--- config.mk ---
export PLATFORM = sky130hd
export DESIGN_NAME = weight_chain_sequencer_flat
export DESIGN_NICKNAME = d
export VERILOG_FILES = /design/src/rtl/wcs_pkg.sv /design/src/rtl/weight_chain_sequencer_if.sv /design/src/rtl/wcs_result_fifo.sv /design/src/rtl/weight_chain_sequencer.sv /design/src/flat_wrapper.sv
export SDC_FILE = /design/constraint.sdc
export NUM_CORES = 1
export LEC_CHECK = 0
export BUFFER_PORTS_ARGS = -buffer_cell sky130_fd_sc_hd__buf_2
export CORE_MARGIN = 5
export CORE_UTILIZATION = 40
export CTS_CLUSTER_SIZE = 14
export DETAILED_ROUTE_END_ITERATION = 8
export GPL_TIMING_DRIVEN = 0
export PLACE_DENSITY = 0.62
export SYNTH_ARGS = -nofsm -noshare
export SYNTH_HDL_FRONTEND = slang
export SYNTH_SLANG_ARGS = --single-unit
--- constraint.sdc ---
create_clock -name clk -period 3.4 [get_ports clk]
set_input_delay 0.68 -clock clk [delete_from_list [all_inputs] [get_ports clk]]
set_output_delay 0.68 -clock clk [all_outputs]
set_load 0.02 [all_outputs]
--- src/rtl/wcs_pkg.sv ---
// Shared types and helpers for the weight-chain sequencer.
package wcs_pkg;

  typedef enum logic [1:0] {
    FLUSH  = 2'd0,
    IDLE   = 2'd1,
    STREAM = 2'd2
  } wcs_state_e;

  localparam int RES_W_DEF   = 16;
  // Chain result bus carries the valid flag just above the result bits.
  localparam int RES_VLD_BIT = RES_W_DEF;

  function automatic int clog2(input int v);
    int r;
    r = 0;
    while ((1 << r) < v) r++;
    return r;
  endfunction

endpackage

--- src/rtl/weight_chain_sequencer_if.sv ---
// Stream, chain and result-FIFO signals of the weight-chain sequencer.
interface weight_chain_sequencer_if #(
  parameter int DATA_WIDTH   = 8,
  parameter int RESULT_WIDTH = 16
);
  logic [DATA_WIDTH-1:0]   in_value;
  logic                    in_valid;
  logic                    in_ready;
  logic [DATA_WIDTH-1:0]   chain_index;
  logic [DATA_WIDTH-1:0]   chain_value;
  logic                    chain_enable;
  logic [RESULT_WIDTH:0]   chain_result;
  logic [RESULT_WIDTH:0]   tail_result;
  logic [RESULT_WIDTH-1:0] res_data;
  logic                    res_valid;
  logic                    res_ready;

  modport master (
    input  in_value, in_valid, tail_result, res_ready,
    output in_ready, chain_index, chain_value, chain_enable, chain_result,
           res_data, res_valid
  );

  modport slave (
    output in_value, in_valid, tail_result, res_ready,
    input  in_ready, chain_index, chain_value, chain_enable, chain_result,
           res_data, res_valid
  );
endinterface

--- src/rtl/wcs_result_fifo.sv ---
// Synchronous show-ahead FIFO; head reads 0 while empty.
module wcs_result_fifo
  import wcs_pkg::*;
#(
  parameter int WIDTH = 16,
  parameter int DEPTH = 16,
  localparam int AW   = clog2(DEPTH),
  localparam int CW   = AW + 1
) (
  input  logic             clk,
  input  logic             rst,
  input  logic             push,
  input  logic [WIDTH-1:0] push_data,
  input  logic             pop,
  output logic [WIDTH-1:0] head,
  output logic             valid,
  output logic [CW-1:0]    count
);
  logic [WIDTH-1:0] mem [DEPTH];
  logic [AW-1:0]    wr_ptr, rd_ptr;
  logic             pop_ok;

  assign pop_ok = pop && (count != '0);
  assign valid  = (count != '0);
  assign head   = valid ? mem[rd_ptr] : '0;

  always_ff @(posedge clk or posedge rst) begin
    if (rst) begin
      wr_ptr <= '0;
      rd_ptr <= '0;
      count  <= '0;
    end else begin
      if (push)   wr_ptr <= wr_ptr + AW'(1);
      if (pop_ok) rd_ptr <= rd_ptr + AW'(1);
      count <= count + CW'(push) - CW'(pop_ok);
    end
  end

  always_ff @(posedge clk) begin
    if (push) mem[wr_ptr] <= push_data;
  end
endmodule

--- src/rtl/weight_chain_sequencer.sv ---
// Drives a weight_comp chain from a vector stream and collects flagged tail results.
module weight_chain_sequencer
  import wcs_pkg::*;
#(
  parameter int DATA_WIDTH     = 8,
  parameter int RESULT_WIDTH   = RES_W_DEF,
  parameter int WEIGHT_AMOUNT  = 4,
  parameter int CELL_COUNT     = 4,
  parameter int RES_FIFO_DEPTH = 16
) (
  input  logic                     clk,
  input  logic                     rst,
  weight_chain_sequencer_if.master bus,
  output logic                     busy,
  output logic                     err_unexp
);
  localparam int IDX_W = clog2(WEIGHT_AMOUNT);
  localparam int CNT_W = clog2(RES_FIFO_DEPTH) + 1;
  localparam int FL_W  = clog2(CELL_COUNT + 1);

  localparam logic [IDX_W-1:0] IDX_LAST = IDX_W'(WEIGHT_AMOUNT - 1);
  localparam logic [FL_W-1:0]  FL_LAST  = FL_W'(CELL_COUNT);
  localparam logic [CNT_W-1:0] DEPTH_C  = CNT_W'(RES_FIFO_DEPTH);
  localparam logic [CNT_W-1:0] CC_C     = CNT_W'(CELL_COUNT);

  wcs_state_e       state, state_nx;
  logic [FL_W-1:0]  flush_cnt, flush_nx;
  logic [IDX_W-1:0] idx, idx_nx;
  logic [CNT_W-1:0] reserved, fifo_count;
  logic             room_ok, start, hs;
  logic             tail_vld, push, unexp;

  // Sum of queued and promised results never exceeds DEPTH, so this cannot wrap.
  assign room_ok = (DEPTH_C - fifo_count - reserved) >= CC_C;
  assign hs      = bus.in_valid && bus.in_ready;

  always_comb begin
    state_nx     = state;
    flush_nx     = flush_cnt;
    idx_nx       = idx;
    bus.in_ready = 1'b0;
    start        = 1'b0;
    unique case (state)
      FLUSH: begin
        if (flush_cnt == FL_LAST) begin
          flush_nx = '0;
          state_nx = IDLE;
        end else begin
          flush_nx = flush_cnt + FL_W'(1);
        end
      end
      IDLE: begin
        bus.in_ready = room_ok;
        if (bus.in_valid && room_ok) begin
          start    = 1'b1;
          idx_nx   = IDX_W'(1);
          state_nx = STREAM;
        end
      end
      STREAM: begin
        bus.in_ready = 1'b1;
        if (bus.in_valid) begin
          if (idx == IDX_LAST) begin
            idx_nx   = '0;
            state_nx = IDLE;
          end else begin
            idx_nx = idx + IDX_W'(1);
          end
        end
      end
      default: state_nx = FLUSH;
    endcase
  end

  always_ff @(posedge clk or posedge rst) begin
    if (rst) begin
      state     <= FLUSH;
      flush_cnt <= '0;
      idx       <= '0;
    end else begin
      state     <= state_nx;
      flush_cnt <= flush_nx;
      idx       <= idx_nx;
    end
  end

  // Chain inputs are registered; a cycle without a handshake drives a clean bubble.
  always_ff @(posedge clk or posedge rst) begin
    if (rst) begin
      bus.chain_enable <= 1'b0;
      bus.chain_index  <= '0;
      bus.chain_value  <= '0;
    end else begin
      bus.chain_enable <= hs;
      bus.chain_index  <= hs ? DATA_WIDTH'(idx) : '0;
      bus.chain_value  <= hs ? bus.in_value : '0;
    end
  end

  assign bus.chain_result = '0;

  // Uninitialised cells may flag garbage while flushing, so the tail is ignored then.
  assign tail_vld = (state != FLUSH) && bus.tail_result[RESULT_WIDTH];
  assign push     = tail_vld && (reserved != '0);
  assign unexp    = tail_vld && (reserved == '0);

  always_ff @(posedge clk or posedge rst) begin
    if (rst) begin
      reserved  <= '0;
      err_unexp <= 1'b0;
    end else begin
      reserved <= reserved + (start ? CC_C : '0) - CNT_W'(push);
      if (unexp) err_unexp <= 1'b1;
    end
  end

  assign busy = (state != IDLE) || (reserved != '0);

  wcs_result_fifo #(
    .WIDTH (RESULT_WIDTH),
    .DEPTH (RES_FIFO_DEPTH)
  ) u_fifo (
    .clk       (clk),
    .rst       (rst),
    .push      (push),
    .push_data (bus.tail_result[RESULT_WIDTH-1:0]),
    .pop       (bus.res_valid && bus.res_ready),
    .head      (bus.res_data),
    .valid     (bus.res_valid),
    .count     (fifo_count)
  );
endmodule

--- src/flat_wrapper.sv ---
// flat-port wrapper written by rule: the top's interface ports become plain ports
module weight_chain_sequencer_flat import wcs_pkg::*;
#(
  parameter int DATA_WIDTH     = 8,
  parameter int RESULT_WIDTH   = RES_W_DEF,
  parameter int WEIGHT_AMOUNT  = 4,
  parameter int CELL_COUNT     = 4,
  parameter int RES_FIFO_DEPTH = 16
)
  (clk, rst, busy, err_unexp, bus_in_value, bus_in_valid, bus_tail_result, bus_res_ready, bus_in_ready, bus_chain_index, bus_chain_value, bus_chain_enable, bus_chain_result, bus_res_data, bus_res_valid);
  weight_chain_sequencer_if #(.DATA_WIDTH(DATA_WIDTH), .RESULT_WIDTH(RESULT_WIDTH)) bus_i ();
  input  logic clk;
  input  logic rst;
  output logic busy;
  output logic err_unexp;
  input wire logic [$bits(bus_i.in_value)-1:0] bus_in_value;
  input wire logic [$bits(bus_i.in_valid)-1:0] bus_in_valid;
  input wire logic [$bits(bus_i.tail_result)-1:0] bus_tail_result;
  input wire logic [$bits(bus_i.res_ready)-1:0] bus_res_ready;
  output wire logic [$bits(bus_i.in_ready)-1:0] bus_in_ready;
  output wire logic [$bits(bus_i.chain_index)-1:0] bus_chain_index;
  output wire logic [$bits(bus_i.chain_value)-1:0] bus_chain_value;
  output wire logic [$bits(bus_i.chain_enable)-1:0] bus_chain_enable;
  output wire logic [$bits(bus_i.chain_result)-1:0] bus_chain_result;
  output wire logic [$bits(bus_i.res_data)-1:0] bus_res_data;
  output wire logic [$bits(bus_i.res_valid)-1:0] bus_res_valid;
  assign bus_i.in_value = bus_in_value;
  assign bus_i.in_valid = bus_in_valid;
  assign bus_i.tail_result = bus_tail_result;
  assign bus_i.res_ready = bus_res_ready;
  assign bus_in_ready = bus_i.in_ready;
  assign bus_chain_index = bus_i.chain_index;
  assign bus_chain_value = bus_i.chain_value;
  assign bus_chain_enable = bus_i.chain_enable;
  assign bus_chain_result = bus_i.chain_result;
  assign bus_res_data = bus_i.res_data;
  assign bus_res_valid = bus_i.res_valid;
  weight_chain_sequencer #(.DATA_WIDTH(DATA_WIDTH), .RESULT_WIDTH(RESULT_WIDTH), .WEIGHT_AMOUNT(WEIGHT_AMOUNT), .CELL_COUNT(CELL_COUNT), .RES_FIFO_DEPTH(RES_FIFO_DEPTH)) u_core (.clk(clk), .rst(rst), .bus(bus_i), .busy(busy), .err_unexp(err_unexp));
endmodule
### After elaboration in Yosys (flattened, before gate mapping)

Memory sizes are Yosys's and may differ from the RTL's.
Index checks and enable logic that the tools add are counted.

| storage, ports and cells | value |
|---|---|
| memories kept | 1 |
| RAM bits | 256 |
| bits in registers | 43 |
| word-level logic and storage cells | 67 |
| bits of input ports | 29 |

Memories:

| memory | words | width | rd ports | clocked after memory_dff | wr ports | line | RTL |
|---|---|---|---|---|---|---|---|
| u_core.u_fifo.mem | 16 | 16 | 1 | 0 | 1 | wcs_result_fifo.sv:19 | `logic [WIDTH-1:0] mem [DEPTH];` |

| cells by class | value |
|---|---|
| magnitude comparators | 1 |
| equality and inequality tests | 9 |
| multiplexer cells | 19 |
| add/sub/neg operators | 10 |
| reduce and logical (&&, ||, !) cells | 16 |

Operator list:

| cell | count |
|---|---|
| 16-bit two-way mux | 1 |
| 2-bit two-way mux | 8 |
| 5-bit nonzero test | 2 |
| 5-bit by 1-bit subtractor with 5-bit output | 2 |
| 4-bit by 1-bit adder with 4-bit output (second input constant) | 2 |
| 8-bit two-way mux | 1 |
| 2-bit by 1-bit != test with 1-bit output (second input constant) | 4 |
| 1-bit logical AND | 7 |
| 3-bit two-way mux | 2 |
| 2-bit one-hot mux with 3 select lines | 1 |
| 5-bit by 1-bit adder with 5-bit output | 1 |
| 5-bit adder | 1 |
| 5-bit by 3-bit >= comparator with 1-bit output (second input constant) | 1 |
| 5-bit logical NOT | 1 |
| 5-bit subtractor | 1 |
| 5-bit subtractor (first input constant) | 1 |
| 2-bit == test (second input constant) | 2 |
| 1-bit two-way mux | 4 |
| 2-bit one-hot mux with 2 select lines | 1 |
| 4-bit AND reduction | 1 |
| 2-bit nonzero test | 2 |
| 3-bit by 1-bit adder with 3-bit output (second input constant) | 1 |
| 3-bit == test (second input constant) | 1 |
| 3-bit AND reduction | 1 |
| other kinds (6) | 6 |

### Longest topological paths before layout

| logic depth | value |
|---|---|
| word-level depth | 9 |
| gate-level depth with buffers | 15 |
| gate-level depth less buffers | 15 |

### Hierarchy

Synthesis repeated with hierarchy kept, for this count alone.

| unflattened totals | value |
|---|---|
| cell total of the unflattened synthesis | 705 |
| area, all modules | 12,378.1 µm² |

Modules (own cells, without submodules):

| module | seq. area each (µm²) | cells each | area an instance (µm²) | times used |
|---|---|---|---|---|
| wcs_result_fifo | 8,012.7 | 526 | 10,707.8 | 1 |
| weight_chain_sequencer | 600.6 | 179 | 1,670.4 | 1 |

### Worst setup path after synthesis

OpenSTA, ideal clock, no wires.

| timing path | value |
|---|---|
| path type | register -> register |
| start point | register u_core.state[0] |
| end point | memory u_core.u_fifo.mem[1][0] (enable) |
| data arrival time | 2.811 ns |
| setup slack | 0.152 ns |
| clock period less this slack | 3.248 ns |
| cell stages (with the launch flop) | 6 |
| buffers on the path | 0 |
| setup time | 0.436 ns |
| cell sequence | dfrtp_1 -> inv_1 -> ha_1 -> nor2b_1 -> o21ai_2 -> nor4b_1 |

| on the way | value |
|---|---|
| word-level cells in the longest chain between the ends | 5 |

RTL lines:

| what | line | RTL |
|---|---|---|
| start: declaration | weight_chain_sequencer.sv:26 | `wcs_state_e state, state_nx;` |
| start signal: assignment | weight_chain_sequencer.sv:81 | `state <= state_nx;` |
| 2-bit nonzero test | weight_chain_sequencer.sv:103 | `assign tail_vld = (state != FLUSH) && bus.tail_result[RESULT_WIDTH];` |
| 1-bit logical AND | weight_chain_sequencer.sv:103 |  |
| 1-bit logical AND | weight_chain_sequencer.sv:104 | `assign push = tail_vld && (reserved != '0);` |
| 1-bit two-way mux | wcs_result_fifo.sv:40 | `if (push) mem[wr_ptr] <= push_data;` |
| 1-bit two-way mux (implied by the code) | wcs_result_fifo.sv:40 |  |
| end: declaration | wcs_result_fifo.sv:19 |  |

Every way passes these cells.

### Worst setup path in the final report

| timing path | value |
|---|---|
| start point | register u_core.u_fifo.rd_ptr[0] |
| end point | output bus_res_data[1] |

| on the way | value |
|---|---|
| word-level cells in the longest chain between the ends | 2 |

RTL lines:

| what | line | RTL |
|---|---|---|
| start: declaration | wcs_result_fifo.sv:20 | `logic [AW-1:0] wr_ptr, rd_ptr;` |
| start signal: assignment | wcs_result_fifo.sv:34 | `if (pop_ok) rd_ptr <= rd_ptr + AW'(1);` |
| memory read 16 x 16 bit | - |  |
| 16-bit two-way mux | wcs_result_fifo.sv:25 | `assign head = valid ? mem[rd_ptr] : '0;` |
| end: declaration | flat_wrapper.sv:25 | `output wire logic [$bits(bus_i.res_data)-1:0] bus_res_data;` |

Every way passes these cells.

==> flow_summary.yaml <==
outcome:
  status: "finished, final reports clean"
power_and_ir_drop:
  vdd.ir_drop.worst_mv: 0.684
  total_power_mw: 13.2
  leakagePower_nw: 5.21
  powerDensity_nw_per_um2: 906
cells_and_area:
  fin_nets: 830
  antenna_cells: 0
  fin_util: 0.479
  layout.cells.non_filler: 1189
  syn2layout_area_growth_pct: 19.0
  fillers: 2515
  drive_above_1_share: 0.351
logic_synthesis:
  synth-simple-area-share: 0.0367
  synth.most_common_cell: "edfxtp_1"
  ys_ff_latch: 293
  synthCells: 633
  synth.distinct_cells: 47
  async_flop_share: 0.126
  yosys.area.top_type: "edfxtp_1"
  ys.flop_type: "edfxtp_1"
  synth_area_sq_um: 12200
  synth_compound_area_frac: 0.0230
  synth-xor-area-share: 0.0119
  synth_mux_area_frac: 0.148
  ys_top_cells_by_count: "edfxtp_1, mux4_2, inv_1, dfrtp_1, ha_1"
  synth-seq-area-share: 0.705
  synth_edf_count: 256
  syn_area_per_cell_sq_um: 19.3
  synth.area.top_cells: "edfxtp_1, mux4_2, dfrtp_1, ha_1, buf_4"
  synth_top_area_frac: 0.629
  yosys_warnings: 0
  synth_top_family_by_area: "multiplexers"
  synth_adder_area_share: 0.0356
route:
  drt_iter0_drc: 456
  dr.pass1.iters: 4
  remaining_drc_errors: 0
  drt-vias-per-instance: 5.08
  drt-total-wl_mm: 25.3
  antenna_left: 0
  wire_per_inst_um: 21.3
  vias: 6046
clocking:
  cts.reportedPaths.clkPinSlew_ns: 0.06
  numCtsBuffers: 31
  cts_max_path_buffers: 3
  clockRootBuffer: "clkbuf_16"
  clk-insertion-delay-late_ns: 0.56
  clock_sinks: 293
  htreeDepth: 1
  cts_tree: "yes"
floorplan:
  core_area_sq_um: 30300
  dieArea_sq_um: 34100
  die_h_um: 185
  die_w_um: 185
  rows: 64
  start_util: 0.403
  num_io_pins: 83
critical_path:
  critPathKind: "reg -> out"
  crit_path_max_incr_delay_ns: 0.52
  worstSetupEndpointType: "output port"
  worstPathCellList: "buf_12 -> buf_16 -> mux4_2 -> mux4_2 -> and2_1 -> buf_2"
  startpoint_type: "flip-flop"
  required_ns: 2.72
  crit_top_cell: "mux4_2"
  worstPathArrival_ns: 2.65
  cp_slowest_cell: "mux4_2"
  path_max_fanout: 10
sta:
  hold_viol_final: 0
  hold_slack_ns: 0.278
  relSlewSlack: 0.243
  min_period_ns: 3.33
  tns_ns: 0
  post-route-period-util: 0.980
  worst_pin_slew_ns: 1.14
  fmax_ghz: 0.300
  fin_skew_ns: 0.00947
  rsz0062_at_grt: "yes"
  setup_viol: 0
  slew_violations: 0
placed_design:
  gp_congestion: 0.753
  numPortBuffers: 58
  dp_cells: 1117
  dpl.hpwl_mm: 15.9
run:
  drv_cap: 0
grt:
  grt_first_pass_wirelength_mm: 38.5
  grt_overflow: 0
  antenna_found_initial: 1
  grt_max_degree: 38
  grt_pass1_vias: 6411
  grt_usage: 0.149
min_path:
  hold_path.class: "in -> async"
==> registers in the layout (all words and copies together) (netlist names) <==
signal                   cells
u_core.bus.chain_enable      1
u_core.bus.chain_index       2
u_core.bus.chain_value       8
u_core.err_unexp             1
u_core.flush_cnt             3
u_core.idx                   2
u_core.reserved              5
u_core.state                 2
u_core.u_fifo.count          5
u_core.u_fifo.mem          256
u_core.u_fifo.rd_ptr         4
u_core.u_fifo.wr_ptr         4
==> routing by layer <==
layer	vias to the layer above	track usage	part of all wire
li1	2738	-	-
met1	3133	0.208	0.44
met2	138	0.249	0.50
met3	35	0.0255	0.047
met4	2	0.0358	0.020
met5	-	0	0.00051
==> critical path, delay by kind of cell (launching register included) <==
family,cells,cell delay [ns]
buffers and inverters,3,0.50
AND/OR/NAND/NOR,1,0.18
multiplexers,2,0.99
flip-flops,1,0.42
==> worst paths after layout <==
path	startpoint	end	slack (ns)	cells after the start
min in group clk	bus_in_value[7]	u_core.bus.chain_value[7]	0.34	3
worst min register to register	u_core.err_unexp	u_core.err_unexp	0.46	1
worst max register to register	u_core.reserved[1]	u_core.reserved[4]	0.15	15
max in group asynchronous	rst	u_core.u_fifo.count[1]	2.56	2
worst min-delay path	rst	u_core.bus.chain_index[0]	0.28	2
worst max-delay path	u_core.u_fifo.rd_ptr[0]	bus_res_data[1]	0.07	6
==> cells by family (layout without fill, tap and decap cells) <==
| group | after synthesis | count (layout) |
|---|---|---|
| compound gates | 40 | 40 |
| xor+xnor | 15 | 15 |
| fa+ha+maj | 33 | 33 |
| buf+inv | 95 | 233 |
| flops | 293 | 293 |
| mux | 81 | 81 |
| other cells | 1 | 23 |
| simple gates | 75 | 75 |
==> repair_timing <==
| item | 4_1_cts | 5_1_grt |
|---|---|---|
| resized for setup | 51 | 22 |
| hold buffers | 0 | 0 |
| buffers inserted | 10 | 4 |
| pin swaps | 8 | 0 |
| cloned | 0 | 1 |
| setup endpoints to repair | 18 | 46 |
==> where the power goes <==
part	switching [mW]	internal [mW]
sequential	0.193	4.35
clock	1.36	1.93
combinational	2.76	2.58
==> final cells by class <==
type / instances / area (sq um) / area share
clock inverters: 9 / 125 / 0.00861
repair buffers: 81 / 493 / 0.0339
multi-input cells: 267 / 3360 / 0.231
well taps: 396 / 495 / 0.0341
plain buffers: 52 / 420 / 0.0289
clock buffers: 49 / 873 / 0.0601
flip-flops and latches: 293 / 8620 / 0.593
inverters: 42 / 160 / 0.0110
==> stage by stage <==
stage,setup slack (ns),cell area (sq um)
4_1_cts,0.00396,14400
3_5_place_dp,-0.193,13200
6_report,0.0670,14500
2_1_floorplan,0.152,12300
5_1_grt,-0.0275,14500
3_3_place_gp,-2.53,13100
==> placed cells by master, fill, tap and decap left out, drive strengths merged, types with 2 or more instances in the layout <==
master and instances:
fa 3, and4 4, nor2b 5, xor2 5, nor2 6, conb 23
nor4 2, bufinv 2, ha 30, o21ai 6, o31ai 3, nand2 15
and3 6, o311ai 2, nor3 3, mux4 80, a211oi 11, clkinv 3
dfrtp 37, buf 115, a21oi 7, edfxtp 256, a21o 3, xnor2 9
nand4 2, and4b 4, a21boi 2, clkbuf 67, and2 16, or4 2
inv 45, nand3 4, nor4b 5
No activity file was read; power rests on OpenSTA's default activity.
